File: src/rtl/ref_pkg.sv
// Shared refresh-scheduler constants, used by ref_timer, the DRAM controller and the bench.
// Also holds the saturating debt-step helper.
package ref_pkg;

    localparam int DIV_DEF      = 375;
    localparam int DEBT_MAX_DEF = 7;
    localparam int URG_TH_DEF   = 2;
    localparam int DEBT_W       = 4;
    localparam int PRE_W        = 12;

    function automatic logic [DEBT_W-1:0] debt_step(
        input logic [DEBT_W-1:0] cur,
        input logic              inc,
        input logic              dec,
        input logic [DEBT_W-1:0] max_val
    );
        logic [DEBT_W-1:0] nxt;
        case ({inc, dec})
            2'b10: begin
                if (cur == max_val) begin
                    nxt = cur;
                end else begin
                    nxt = cur + {{(DEBT_W-1){1'b0}}, 1'b1};
                end
            end
            2'b01:   nxt = cur - {{(DEBT_W-1){1'b0}}, 1'b1};
            default: nxt = cur;
        endcase
        return nxt;
    endfunction

endpackage

File: src/rtl/ref_prescale.sv
// Mod-DIV prescaler: tick is high for the single cycle in which the count sits at DIV-1.
module ref_prescale
    import ref_pkg::*;
#(
    parameter int DIV = DIV_DEF
) (
    input  logic CLK,
    input  logic nRST,
    output logic tick
);

    localparam logic [PRE_W-1:0] LAST = PRE_W'(DIV - 1);

    logic [PRE_W-1:0] cnt_q;
    logic [PRE_W-1:0] cnt_d;

    // next count: wrap after DIV-1
    always_comb begin
        if (cnt_q == LAST) begin
            cnt_d = {PRE_W{1'b0}};
        end else begin
            cnt_d = cnt_q + {{(PRE_W-1){1'b0}}, 1'b1};
        end
    end

    // count register, synchronous active-low reset
    always_ff @(posedge CLK) begin
        if (!nRST) begin
            cnt_q <= {PRE_W{1'b0}};
        end else begin
            cnt_q <= cnt_d;
        end
    end

    assign tick = (cnt_q == LAST);

endmodule

File: src/rtl/ref_timer.sv
// Refresh scheduler: counts owed refreshes (debt) and drives polite/urgent requests
// to the DRAM controller, dropping both for one cycle after every accepted RefAck.
module ref_timer
    import ref_pkg::*;
#(
    parameter int DIV      = DIV_DEF,
    parameter int DEBT_MAX = DEBT_MAX_DEF,
    parameter int URG_TH   = URG_TH_DEF
) (
    input  logic              CLK,
    input  logic              nRST,
    input  logic              RefAck,
    output logic              RefReq,
    output logic              RefUrg,
    output logic              RefOvf,
    output logic [DEBT_W-1:0] Debt
);

    localparam logic [DEBT_W-1:0] DMAX = DEBT_W'(DEBT_MAX);
    localparam logic [DEBT_W-1:0] UTH  = DEBT_W'(URG_TH);

    logic              tick;
    logic              inc;
    logic              dec;
    logic              holdoff;
    logic [DEBT_W-1:0] debt_q, debt_d;
    logic              ovf_q,  ovf_d;
    logic              req_q,  req_d;
    logic              urg_q,  urg_d;

    ref_prescale #(
        .DIV (DIV)
    ) u_prescale (
        .CLK  (CLK),
        .nRST (nRST),
        .tick (tick)
    );

    // debt arithmetic; holdoff blanks the requests for the cycle after an accepted ack
    always_comb begin
        inc     = tick;
        dec     = RefAck && (debt_q != {DEBT_W{1'b0}});
        holdoff = dec;
        debt_d  = debt_step(debt_q, inc, dec, DMAX);
        ovf_d   = ovf_q || (inc && !dec && (debt_q == DMAX));
        req_d   = (debt_d != {DEBT_W{1'b0}}) && !holdoff;
        urg_d   = (debt_d >= UTH) && !holdoff;
    end

    // state and registered outputs; reset wins over every other event
    always_ff @(posedge CLK) begin
        if (!nRST) begin
            debt_q <= {DEBT_W{1'b0}};
            ovf_q  <= 1'b0;
            req_q  <= 1'b0;
            urg_q  <= 1'b0;
        end else begin
            debt_q <= debt_d;
            ovf_q  <= ovf_d;
            req_q  <= req_d;
            urg_q  <= urg_d;
        end
    end

    assign RefReq = req_q;
    assign RefUrg = urg_q;
    assign RefOvf = ovf_q;
    assign Debt   = debt_q;

endmodule

File: config.mk
export PLATFORM = sky130hd
export DESIGN_NAME = ref_timer
export DESIGN_NICKNAME = d
export VERILOG_FILES = /design/src/rtl/ref_pkg.sv /design/src/rtl/ref_prescale.sv /design/src/rtl/ref_timer.sv
export SDC_FILE = /design/constraint.sdc
export NUM_CORES = 1
export LEC_CHECK = 0
export CAP_MARGIN = 20
export CORE_MARGIN = 5
export CORE_UTILIZATION = 40
export CTS_CLUSTER_SIZE = 25
export DETAILED_ROUTE_END_ITERATION = 12
export DONT_BUFFER_PORTS = 1
export PLACE_DENSITY = 0.51
export RECOVER_POWER = 50
export SLEW_MARGIN = 20
export SYNTH_ARGS = -nofsm -noshare
export SYNTH_HDL_FRONTEND = slang
export SYNTH_SLANG_ARGS = --single-unit
File: constraint.sdc
create_clock -name CLK -period 3.4 [get_ports CLK]
set_input_delay 0.34 -clock CLK [delete_from_list [all_inputs] [get_ports CLK]]
set_output_delay 0.34 -clock CLK [all_outputs]
set_load 0.01 [all_outputs]
---- Yosys cells after proc, flatten, opt, wreduce, memory -nomap -nowiden ----
Index checks and enable logic that the tools add are counted.
storage, ports and cells
  logic and storage cells ................. 26
  output and inout port bits .............. 7
  bits of input ports ..................... 3
  flip-flop bits (word level) ............. 19
operators by class
  bitwise gates (word level) .............. 1
  $lt $le $gt $ge ......................... 1
  reduce and logical (&&, ||, !) cells .... 10
  $add $sub $neg .......................... 3
  equal/unequal tests ..................... 4
  mux-type cells .......................... 2
operators by type and width
  operator                                                                             count
  12-bit by 1-bit adder with 12-bit output, second input constant                      1
  12-bit by 9-bit == test with 1-bit output, second input constant                     1
  4-bit one-hot mux with 2 select lines                                                1
  4-bit nonzero test                                                                   2
  1-bit logical AND                                                                    5
  4-bit by 1-bit adder with 4-bit output, second input constant                        1
  4-bit by 3-bit == test with 1-bit output, second input constant                      1
  4-bit by 2-bit greater-or-equal comparator with 1-bit output, second input constant  1
  4-bit two-way mux                                                                    1
  4-bit by 1-bit subtractor with 4-bit output, second input constant                   1
  2-bit by 1-bit == test with 1-bit output, second input constant                      1
  2-bit == test, second input constant                                                 1
  2-bit OR reduction                                                                   1
  1-bit logical NOT                                                                    1
  1-bit logical OR                                                                     1
  1-bit inverter                                                                       1

---- Depth between registers and ports, before layout ----
Gate-level depths: netlist of run 1.
  depth in word-level cells ............... 6
  gate-level depth with buffers ........... 10
  gate-level depth less buffers ........... 10

---- Modules after synthesis ----
A second synthesis of run 1 with hierarchy kept.
unflattened totals
  cells, all modules ...................... 108
  area, all modules ....................... 998.5 µm²
by module, submodules not included
  module        times used  seq. area each (µm²)  cells an instance  area an instance (µm²)
  ref_prescale  1           240.2                 59                 556.8
  ref_timer     1           140.1                 49                 441.7

---- Least setup slack after synthesis of run 1 ----
Ideal clock, no wire load.
  kind .................................... reg2reg
  start point ............................. register debt_q[0] (netlist: Debt[0])
  end point ............................... register req_q (netlist: RefReq)
  path buffers ............................ 0
  stages on the path, launching flop included .. 11
  path slack .............................. 1.172 ns
  arrival ................................. 2.088 ns
  cells stage by stage .................... dfxtp_1 -> inv_1 -> ha_1 -> nand2b_1 -> o21ai_0 -> inv_1 -> ha_1 -> nor2_1 -> mux2_1 -> a221oi_2 -> a41oi_1
between the ends
  longest elaborated chain between the ends .. 6
  elaborated cells between the ends (all ways) .. 12
RTL lines
  element                                                                                         line             source
  start, declared                                                                                 ref_timer.sv:26  logic [DEBT_W-1:0] debt_q, debt_d;
  start signal, assigned                                                                          ref_timer.sv:53  debt_q <= {DEBT_W{1'b0}};
  start signal, assigned                                                                          ref_timer.sv:58  debt_q <= debt_d;
  parallel branches: the longest is 5 deep, another holds 4-bit by 1-bit adder with 4-bit output  --
  1-bit logical AND (*)                                                                           ref_timer.sv:46  req_d = (debt_d != {DEBT_W{1'b0}}) && !holdoff;
  end signal, assigned                                                                            ref_timer.sv:60  req_q <= req_d;
  end, declared                                                                                   ref_timer.sv:28  logic req_q, req_d;
Every way passes the cells marked *.
A chain may end at the register's enable or synchronous reset.

---- Worst setup path after layout of run 1 ----
Same ends and word-level chain as after synthesis.

==> report_table.html, run 1 <==
<table>
<tr><th>Metric</th><th>Value</th></tr>
<tr><th colspan="2">Run status</th></tr>
<tr><td>Status</td><td>finished clean</td></tr>
<tr><th colspan="2">Global routing</th></tr>
<tr><td>Grt total ovfl</td><td>0</td></tr>
<tr><td>Global Route met2 Usage</td><td>15.6%</td></tr>
<tr><td>Global Route met1 Usage</td><td>17.1%</td></tr>
<tr><td>GRT busiest layer</td><td>met1</td></tr>
<tr><td>Global-route track usage on met3</td><td>3.27%</td></tr>
<tr><td>Number of antenna violations at the first check in global routing</td><td>0</td></tr>
<tr><td>Overall global routing resource usage</td><td>11.6%</td></tr>
<tr><td>Largest net degree at the start of global routing</td><td>13</td></tr>
<tr><td>Global-route wire length before repair</td><td>3.15 mm</td></tr>
<tr><td>Number of global-route vias before repair</td><td>687</td></tr>
<tr><th colspan="2">Yosys</th></tr>
<tr><td>Compound-gate portion of the synthesized area</td><td>10.5%</td></tr>
<tr><td>Biggest area contributors in the synthesized netlist</td><td>dfxtp_1 39%, ha_1 7.7%, nor2_1 7.3%, xnor2_1 7.2%, nand3_1 3.6%</td></tr>
<tr><td>Portion of netlist area occupied by mux cells</td><td>2.70%</td></tr>
<tr><td>Main flop type after synthesis</td><td>dfxtp_1</td></tr>
<tr><td>Number of synthesis warnings</td><td>0</td></tr>
<tr><td>Number of flops mapped to enable cells by yosys</td><td>0</td></tr>
<tr><td>Largest family of logic cells by synthesized area</td><td>simple AND/OR/NAND/NOR gates</td></tr>
<tr><td>Async set-or-reset flop fraction in the synthesized netlist</td><td>0%</td></tr>
<tr><td>Net Count, Synth</td><td>119</td></tr>
<tr><td>Xor and xnor area share after synthesis</td><td>8.99%</td></tr>
<tr><td>Library cells used by synthesis</td><td>31</td></tr>
<tr><td>Register bit total from synthesis</td><td>19</td></tr>
<tr><td>Leading area contributor after synthesis</td><td>dfxtp_1</td></tr>
<tr><td>Post-Syn Area</td><td>975 sq um</td></tr>
<tr><td>Number of cells produced by synthesis</td><td>110</td></tr>
<tr><td>Post-Synth Adder-Cell Area</td><td>7.70%</td></tr>
<tr><td>Sequential element share of the synthesized area</td><td>39.0%</td></tr>
<tr><td>Post-Synthesis Mean Instance Area</td><td>8.86 sq um</td></tr>
<tr><td>Fraction of the mapped netlist area in simple logic gates</td><td>28.6%</td></tr>
<tr><td>Proportion of netlist area held by the largest area contributor</td><td>39.0%</td></tr>
<tr><th colspan="2">Floorplanning</th></tr>
<tr><td>Die Ht</td><td>59.4 um</td></tr>
<tr><td>Initial standard-cell utilization of the core</td><td>42.8%</td></tr>
<tr><td>Die area</td><td>3520 sq um</td></tr>
<tr><td>Die X-Extent</td><td>59.4 um</td></tr>
<tr><td>Floorplan Core Area</td><td>2280 sq um</td></tr>
<tr><td>Number of primary I/O pins</td><td>10</td></tr>
<tr><td>Number of cell rows</td><td>17</td></tr>
<tr><th colspan="2">Route</th></tr>
<tr><td>Number of DRC violations after detailed-routing iteration 0</td><td>15</td></tr>
<tr><td>Total wire length</td><td>1.83 mm</td></tr>
<tr><td>First-pass detailed-route iteration total</td><td>4</td></tr>
<tr><td># DRC</td><td>0</td></tr>
<tr><td>Total number of vias</td><td>761</td></tr>
<tr><td>Final routed wire length divided by cell count</td><td>12.9 um</td></tr>
<tr><td>Remaining antenna violation count</td><td>0</td></tr>
<tr><td>Mean number of vias per cell</td><td>5.40</td></tr>
<tr><th colspan="2">Timing</th></tr>
<tr><td>Final setup violation count</td><td>0</td></tr>
<tr><td>Period utilisation layout</td><td>74.2%</td></tr>
<tr><td>Max Clock Skew</td><td>0.00235 ns</td></tr>
<tr><td>Setup_tns</td><td>0 ns</td></tr>
<tr><td>Hold Violations, Final</td><td>0</td></tr>
<tr><td>Setup repair after global routing missed its margin</td><td>false</td></tr>
<tr><td>Normalized max-slew margin</td><td>72.7%</td></tr>
<tr><td>Highest Clock Rate</td><td>396 MHz</td></tr>
<tr><td>Worst hold-check slack</td><td>0.158 ns</td></tr>
<tr><td>Crit path time final</td><td>2.52 ns</td></tr>
<tr><td>Transition time at the pin with the least slew margin</td><td>0.409 ns</td></tr>
<tr><td>Max-slew violation total from the final report</td><td>0</td></tr>
<tr><th colspan="2">Clocking</th></tr>
<tr><td>Register clock-pin slew on the reported worst setup and hold paths</td><td>0.11 ns</td></tr>
<tr><td>Clock Latency Late Sink</td><td>0.29 ns</td></tr>
<tr><td>TritonCTS sink count</td><td>19</td></tr>
<tr><td>Clk Tree Root Cell</td><td>clkbuf_4</td></tr>
<tr><td>Quantity of hold-fixing buffers added after cts</td><td>0</td></tr>
<tr><td>Buffer count from post-CTS setup fixing</td><td>0</td></tr>
<tr><td>Max clock buf depth</td><td>2</td></tr>
<tr><td>Number of levels in the clock H-tree</td><td>1</td></tr>
<tr><td>Gates resized, CTS repair</td><td>0</td></tr>
<tr><td>Clock buffer count from CTS</td><td>3</td></tr>
<tr><td>Clock tree from TritonCTS</td><td>yes</td></tr>
<tr><th colspan="2">Placed design</th></tr>
<tr><td>Final weighted congestion of routability-driven global placement</td><td>0.954</td></tr>
<tr><td>Count of input and output buffers</td><td>0</td></tr>
<tr><td>Instance area at placement</td><td>1000 sq um</td></tr>
<tr><td>HPWL Detailed</td><td>1.35 mm</td></tr>
<tr><th colspan="2">Final layout</th></tr>
<tr><td>Final design instance area without fill</td><td>1030 sq um</td></tr>
<tr><td>Layout area overhead</td><td>6.16%</td></tr>
<tr><td>Register Area</td><td>380 sq um</td></tr>
<tr><td>Count of nets after finishing</td><td>123</td></tr>
<tr><td>Final Core Density</td><td>45.5%</td></tr>
<tr><td>Antenna diodes</td><td>0</td></tr>
<tr><td>Area used by multi-input combinational logic</td><td>571 sq um</td></tr>
<tr><td>Fillers</td><td>231</td></tr>
<tr><td>Fraction of final layout cells sized beyond drive strength 1</td><td>7.96%</td></tr>
<tr><td>Most used cells in the layout excluding fill and tap cells</td><td>19 x dfxtp_1, 19 x nor2_1, 8 x nand2_1, 8 x xnor2_1, 7 x nand3_1</td></tr>
<tr><th colspan="2">Hold path</th></tr>
<tr><td>Worst hold path depth</td><td>1</td></tr>
<tr><td>Classification of the worst-slack hold path</td><td>in2reg</td></tr>
<tr><td>Start point of the worst hold path</td><td>nRST</td></tr>
<tr><td>End of the worst hold path</td><td>RefOvf</td></tr>
<tr><th colspan="2">Critical path</th></tr>
<tr><td>Data arrival time of the worst path</td><td>2.69 ns</td></tr>
<tr><td>Setup slack on the worst flop-to-flop path</td><td>0.88 ns</td></tr>
<tr><td>Required time reported for the critical path endpoint</td><td>3.57 ns</td></tr>
<tr><td>Max FO, Critical Path</td><td>9</td></tr>
<tr><td>Startpoint kind of the worst setup timing path</td><td>flop</td></tr>
<tr><td>Reg-to-reg critical path startpoint</td><td>Debt[0]</td></tr>
<tr><td>FF-to-FF path depth</td><td>10</td></tr>
<tr><td>Beginning of the critical path</td><td>Debt[0]</td></tr>
<tr><td>Worst setup path class</td><td>reg2reg</td></tr>
<tr><td>Sort of element at the end of the critical path</td><td>flop</td></tr>
<tr><td>End of the worst register-to-register path</td><td>RefReq</td></tr>
<tr><th colspan="2">Power</th></tr>
<tr><td>Proportion of power drawn by flip-flops and latches</td><td>64.8%</td></tr>
<tr><td>Switch share</td><td>22.5%</td></tr>
<tr><td>Static leakage power</td><td>0.000368 uW</td></tr>
<tr><td>Power Dens Cells</td><td>343 nW/um^2</td></tr>
<tr><td>Psw</td><td>79.9 uW</td></tr>
<tr><td>Worst IR Drop VDD</td><td>0.000292 V</td></tr>
<tr><td>Share of power burned in combinational logic</td><td>2.9%</td></tr>
<tr><td>Internal Dissipation</td><td>275 uW</td></tr>
<tr><td>Clock share of power</td><td>32.3%</td></tr>
<tr><td>Total chip power</td><td>355 uW</td></tr>
<tr><th colspan="2">Run</th></tr>
<tr><td>Reported max-cap violation count</td><td>0</td></tr>
</table>
## critical path, cell delays in order, from the launching register on
cell,delay [ns]
dfxtp_1,0.44
inv_1,0.10
ha_1,0.17
nand2b_1,0.07
o21ai_0,0.29
inv_1,0.08
ha_1,0.39
nor2_1,0.08
mux2_1,0.33
a221oi_2,0.29
a41oi_1,0.16
## through the flow
stage               setup slack (ns)  std cells
floorplan                       1.17        110
global placement               0.975        137
detailed placement             0.890        137
CTS                            0.864        141
global route                   0.674        141
finish                         0.876        141
## cell families (layout without fill, tap and decap cells)
logic type	Yosys count	count (layout)
flip-flops	19	19
AND/OR/NAND/NOR	54	54
adder cells (fa/ha/maj)	6	6
multiplexers	2	2
buffers and inverters	6	9
AO/OA/AOI/OAI	13	13
XOR/XNOR	10	10
## layout make-up
class	instances	area share, %
Clock buffer	3	2.18
Clock inverter	1	0.726
Multi-Input combinational cell	85	55.1
Inverter	5	1.81
Tap cell	28	3.39
Sequential cell	19	36.8
## cells in the mapped netlist, types with 2 or more instances
library cell and n:
dfxtp_1 19, nor2_1 19, nand2_1 8, xnor2_1 8
nand3_1 7, ha_1 6, inv_1 5, nor2b_1 5
o21ai_0 4, nor3_1 3, nand2b_1 2, nand4_1 2
nor4b_1 2, o211a_1 2, xor2_1 2
## worst max path at each step
stage / to / slack, ns / cells after the start
floorplan: RefReq / 1.17 / 10
global placement: RefReq / 0.97 / 10
detailed placement: RefReq / 0.89 / 10
CTS: RefReq / 0.86 / 10
global route: RefReq / 0.67 / 10
finish: RefReq / 0.88 / 10
## power by group through the flow
stage | Combinational, uW | Clock [uW] | Sequential [uW]
finish | 10.3 | 115 | 230
global route | 12.4 | 130 | 231
global placement | 10.7 | 0 | 235
CTS | 10.5 | 122 | 230
floorplan | 8.75 | 0 | 234
detailed placement | 10.3 | 0 | 235
## state kept, by name (all words and copies together) (netlist names)
signal / count
Debt: 4
u_prescale.cnt_q: 12
RefReq: 1
RefOvf: 1
RefUrg: 1
## routing by layer
metal | up-vias | wire length (um)
met5 | - | 0
met4 | 0 | 20
met3 | 2 | 83
met2 | 21 | 732
met1 | 350 | 989
li1 | 388 | -
Note: power is estimated with default switching activity, not from simulation.
==> run 2, diff against run 1 <==
--- a/config.mk
+++ b/config.mk
@@ -11,7 +11,7 @@
 export CTS_CLUSTER_SIZE = 25
 export DETAILED_ROUTE_END_ITERATION = 12
 export DONT_BUFFER_PORTS = 1
-export PLACE_DENSITY = 0.51
+export PLACE_DENSITY = 0.53
 export RECOVER_POWER = 50
 export SLEW_MARGIN = 20
 export SYNTH_ARGS = -nofsm -noshare
==> constraint.sdc (replaced) <==
create_clock -name CLK -period 2.2 [get_ports CLK]
set_input_delay 0.22 -clock CLK [delete_from_list [all_inputs] [get_ports CLK]]
set_output_delay 0.22 -clock CLK [all_outputs]
set_load 0.01 [all_outputs]
==> report_table.html, run 2 (synthesis gave the netlist of run 1 again) <==
<table>
<tr><th>Metric</th><th>Value</th></tr>
<tr><th colspan="2">Clocking</th></tr>
<tr><td>TritonCTS sink count</td><td>19</td></tr>
<tr><td>Register clock-pin slew on the reported worst setup and hold paths</td><td>0.10 ns</td></tr>
<tr><td>Number of levels in the clock H-tree</td><td>1</td></tr>
<tr><td>Clock tree from TritonCTS</td><td>yes</td></tr>
<tr><td>Clk Tree Root Cell</td><td>clkbuf_4</td></tr>
<tr><td>Clock buffer count from CTS</td><td>3</td></tr>
<tr><td>Clock Latency Late Sink</td><td>0.29 ns</td></tr>
<tr><td>Max clock buf depth</td><td>2</td></tr>
<tr><th colspan="2">Route</th></tr>
<tr><td>First-pass detailed-route iteration total</td><td>4</td></tr>
<tr><td>Mean number of vias per cell</td><td>5.28</td></tr>
<tr><td>Final routed wire length divided by cell count</td><td>13.4 um</td></tr>
<tr><td>Remaining antenna violation count</td><td>0</td></tr>
<tr><td># DRC</td><td>0</td></tr>
<tr><td>Total number of vias</td><td>818</td></tr>
<tr><td>Total wire length</td><td>2.07 mm</td></tr>
<tr><td>Number of DRC violations after detailed-routing iteration 0</td><td>46</td></tr>
<tr><th colspan="2">Global routing</th></tr>
<tr><td>Overall global routing resource usage</td><td>12.8%</td></tr>
<tr><td>Grt total ovfl</td><td>0</td></tr>
<tr><td>Number of antenna violations at the first check in global routing</td><td>0</td></tr>
<tr><td>Largest net degree at the start of global routing</td><td>13</td></tr>
<tr><td>Number of global-route vias before repair</td><td>781</td></tr>
<tr><td>Global-route wire length before repair</td><td>3.37 mm</td></tr>
<tr><th colspan="2">Power</th></tr>
<tr><td>Psw</td><td>122 uW</td></tr>
<tr><td>Share of power burned in combinational logic</td><td>5.5%</td></tr>
<tr><td>Clock share of power</td><td>31.2%</td></tr>
<tr><td>Internal Dissipation</td><td>436 uW</td></tr>
<tr><td>Total chip power</td><td>558 uW</td></tr>
<tr><td>Power Dens Cells</td><td>453 nW/um^2</td></tr>
<tr><td>Proportion of power drawn by flip-flops and latches</td><td>63.3%</td></tr>
<tr><td>Switch share</td><td>21.9%</td></tr>
<tr><td>Static leakage power</td><td>0.000463 uW</td></tr>
<tr><td>Worst IR Drop VDD</td><td>0.000285 V</td></tr>
<tr><th colspan="2">Timing</th></tr>
<tr><td>Hold Violations, Final</td><td>0</td></tr>
<tr><td>Worst hold-check slack</td><td>0.0421 ns</td></tr>
<tr><td>Transition time at the pin with the least slew margin</td><td>0.489 ns</td></tr>
<tr><td>Highest Clock Rate</td><td>479 MHz</td></tr>
<tr><td>Normalized max-slew margin</td><td>67.4%</td></tr>
<tr><td>Crit path time final</td><td>2.09 ns</td></tr>
<tr><td>Period utilisation layout</td><td>95.0%</td></tr>
<tr><td>Final setup violation count</td><td>0</td></tr>
<tr><td>Setup_tns</td><td>0 ns</td></tr>
<tr><td>Max-slew violation total from the final report</td><td>0</td></tr>
<tr><td>Max Clock Skew</td><td>0.000724 ns</td></tr>
<tr><th colspan="2">Floorplanning</th></tr>
<tr><td>Die X-Extent</td><td>59.4 um</td></tr>
<tr><td>Initial standard-cell utilization of the core</td><td>42.8%</td></tr>
<tr><td>Floorplan Core Area</td><td>2280 sq um</td></tr>
<tr><td>Die area</td><td>3520 sq um</td></tr>
<tr><td>Number of cell rows</td><td>17</td></tr>
<tr><td>Die Ht</td><td>59.4 um</td></tr>
<tr><td>Number of primary I/O pins</td><td>10</td></tr>
<tr><th colspan="2">Critical path</th></tr>
<tr><td>Reg-to-reg critical path startpoint</td><td>u_prescale.cnt_q[0]</td></tr>
<tr><td>Required time reported for the critical path endpoint</td><td>2.37 ns</td></tr>
<tr><td>FF-to-FF path depth</td><td>9</td></tr>
<tr><td>Data arrival time of the worst path</td><td>2.26 ns</td></tr>
<tr><td>End of the worst register-to-register path</td><td>RefReq</td></tr>
<tr><td>Worst setup path class</td><td>reg2reg</td></tr>
<tr><td>Setup slack on the worst flop-to-flop path</td><td>0.11 ns</td></tr>
<tr><td>Max FO, Critical Path</td><td>6</td></tr>
<tr><td>Startpoint kind of the worst setup timing path</td><td>flop</td></tr>
<tr><td>Sort of element at the end of the critical path</td><td>flop</td></tr>
<tr><th colspan="2">Final layout</th></tr>
<tr><td>Final Non-Filler Cells</td><td>155</td></tr>
<tr><td>Antenna diodes</td><td>0</td></tr>
<tr><td>Commonest non-fill, non-tap cell in the layout</td><td>nor2_1</td></tr>
<tr><td>Count of nets after finishing</td><td>137</td></tr>
<tr><td>Register name with the most flops</td><td>u_prescale.cnt_q</td></tr>
<tr><td>Fraction of final layout cells sized beyond drive strength 1</td><td>24.4%</td></tr>
<tr><td>Layout area overhead</td><td>26.3%</td></tr>
<tr><td>Flip-flop count of the largest register after layout</td><td>12</td></tr>
<tr><td>Most used cells in the layout excluding fill and tap cells</td><td>18 x nor2_1, 17 x dfxtp_1, 11 x buf_4, 8 x nand2_1, 8 x xnor2_1</td></tr>
<tr><th colspan="2">Placed design</th></tr>
<tr><td>Final weighted congestion of routability-driven global placement</td><td>0.791</td></tr>
<tr><td>Count of input and output buffers</td><td>0</td></tr>
<tr><td>HPWL Detailed</td><td>1.54 mm</td></tr>
<tr><td>Number of placed instances, taps included</td><td>150</td></tr>
<tr><th colspan="2">Run status</th></tr>
<tr><td>Status</td><td>finished clean</td></tr>
<tr><th colspan="2">Hold path</th></tr>
<tr><td>Classification of the worst-slack hold path</td><td>in2reg</td></tr>
<tr><td>Start point of the worst hold path</td><td>nRST</td></tr>
<tr><td>End of the worst hold path</td><td>RefOvf</td></tr>
<tr><td>Worst hold path depth</td><td>1</td></tr>
<tr><th colspan="2">Run</th></tr>
<tr><td>Reported max-cap violation count</td><td>0</td></tr>
</table>
run 2: changes by cell type in the layout (fill, tap and decap cells not counted), sizes merged:
cell	before	now
clkbuf	3	7
clkinvlp	1	0
buf	0	11
run 2: worst max-delay path by stage:
stage                        startpoint      to  slack (ns)  depth (start not counted)
floorplan                       Debt[0]  RefReq        0.05                         10
global placement    u_prescale.cnt_q[0]  RefReq        0.06                          9
detailed placement  u_prescale.cnt_q[0]  RefReq        0.02                          9
CTS                 u_prescale.cnt_q[1]  RefReq       0.005                          8
global route        u_prescale.cnt_q[0]  RefReq      -0.007                          9
finish              u_prescale.cnt_q[0]  RefReq        0.11                          9
run 2: critical path: stages, from the launching register on:
cell and delay (ns):
dfxtp_2 0.34, inv_2 0.05, ha_4 0.11, nor4b_4 0.16, nand4_1 0.22, ha_4 0.38, nor2_4 0.04, mux2_4 0.27
a221oi_4 0.27, a41oi_2 0.13
run 2: what timing repair did:
| action | in CTS | in global routing |
|---|---|---|
| setup buffers | 0 | 1 |
| endpoints found under the setup margin | 0 | 5 |
| hold buffers | 0 | 0 |
| resized for setup | 0 | 19 |
run 2: per-layer routing:
metal	part of all wire, %	up-vias	global-route usage, %	wire length (um)
met1	42	391	14.2	869
met2	54	8	23.2	1110
li1	-	417	-	-
met3	3.6	2	2.18	75
met5	0	-	0	0
met4	0.87	0	5.83	18
run 2: final cells by class:
class                           count  area, sq um
Multi-Input combinational cell     85          674
Tap cell                           28         35.0
Timing Repair Buffer               14         93.8
Clock buffer                        4         26.3
Fill cell                         228         1040
Inverter                            5         18.8
Sequential cell                    19          383
run 2: stage by stage:
step,setup WS [ns],utilization [%],area [sq um]
floorplan,0.0494,-,975
global placement,0.0589,48.4,1100
detailed placement,0.0156,48.4,1100
CTS,0.00533,49.6,1130
global route,-0.00676,54.1,1230
finish,0.111,54.1,1230
run 2: power groups by stage:
| stage | Clock, uW | Combinational (uW) | Sequential [uW] |
|---|---|---|---|
| after floorplan | 0 | 13.5 | 361 |
| after global placement | 0 | 26.9 | 359 |
| after detailed placement | 0 | 26.8 | 359 |
| after CTS | 181 | 26.9 | 351 |
| after global routing | 202 | 35.1 | 354 |
| final | 174 | 30.9 | 353 |
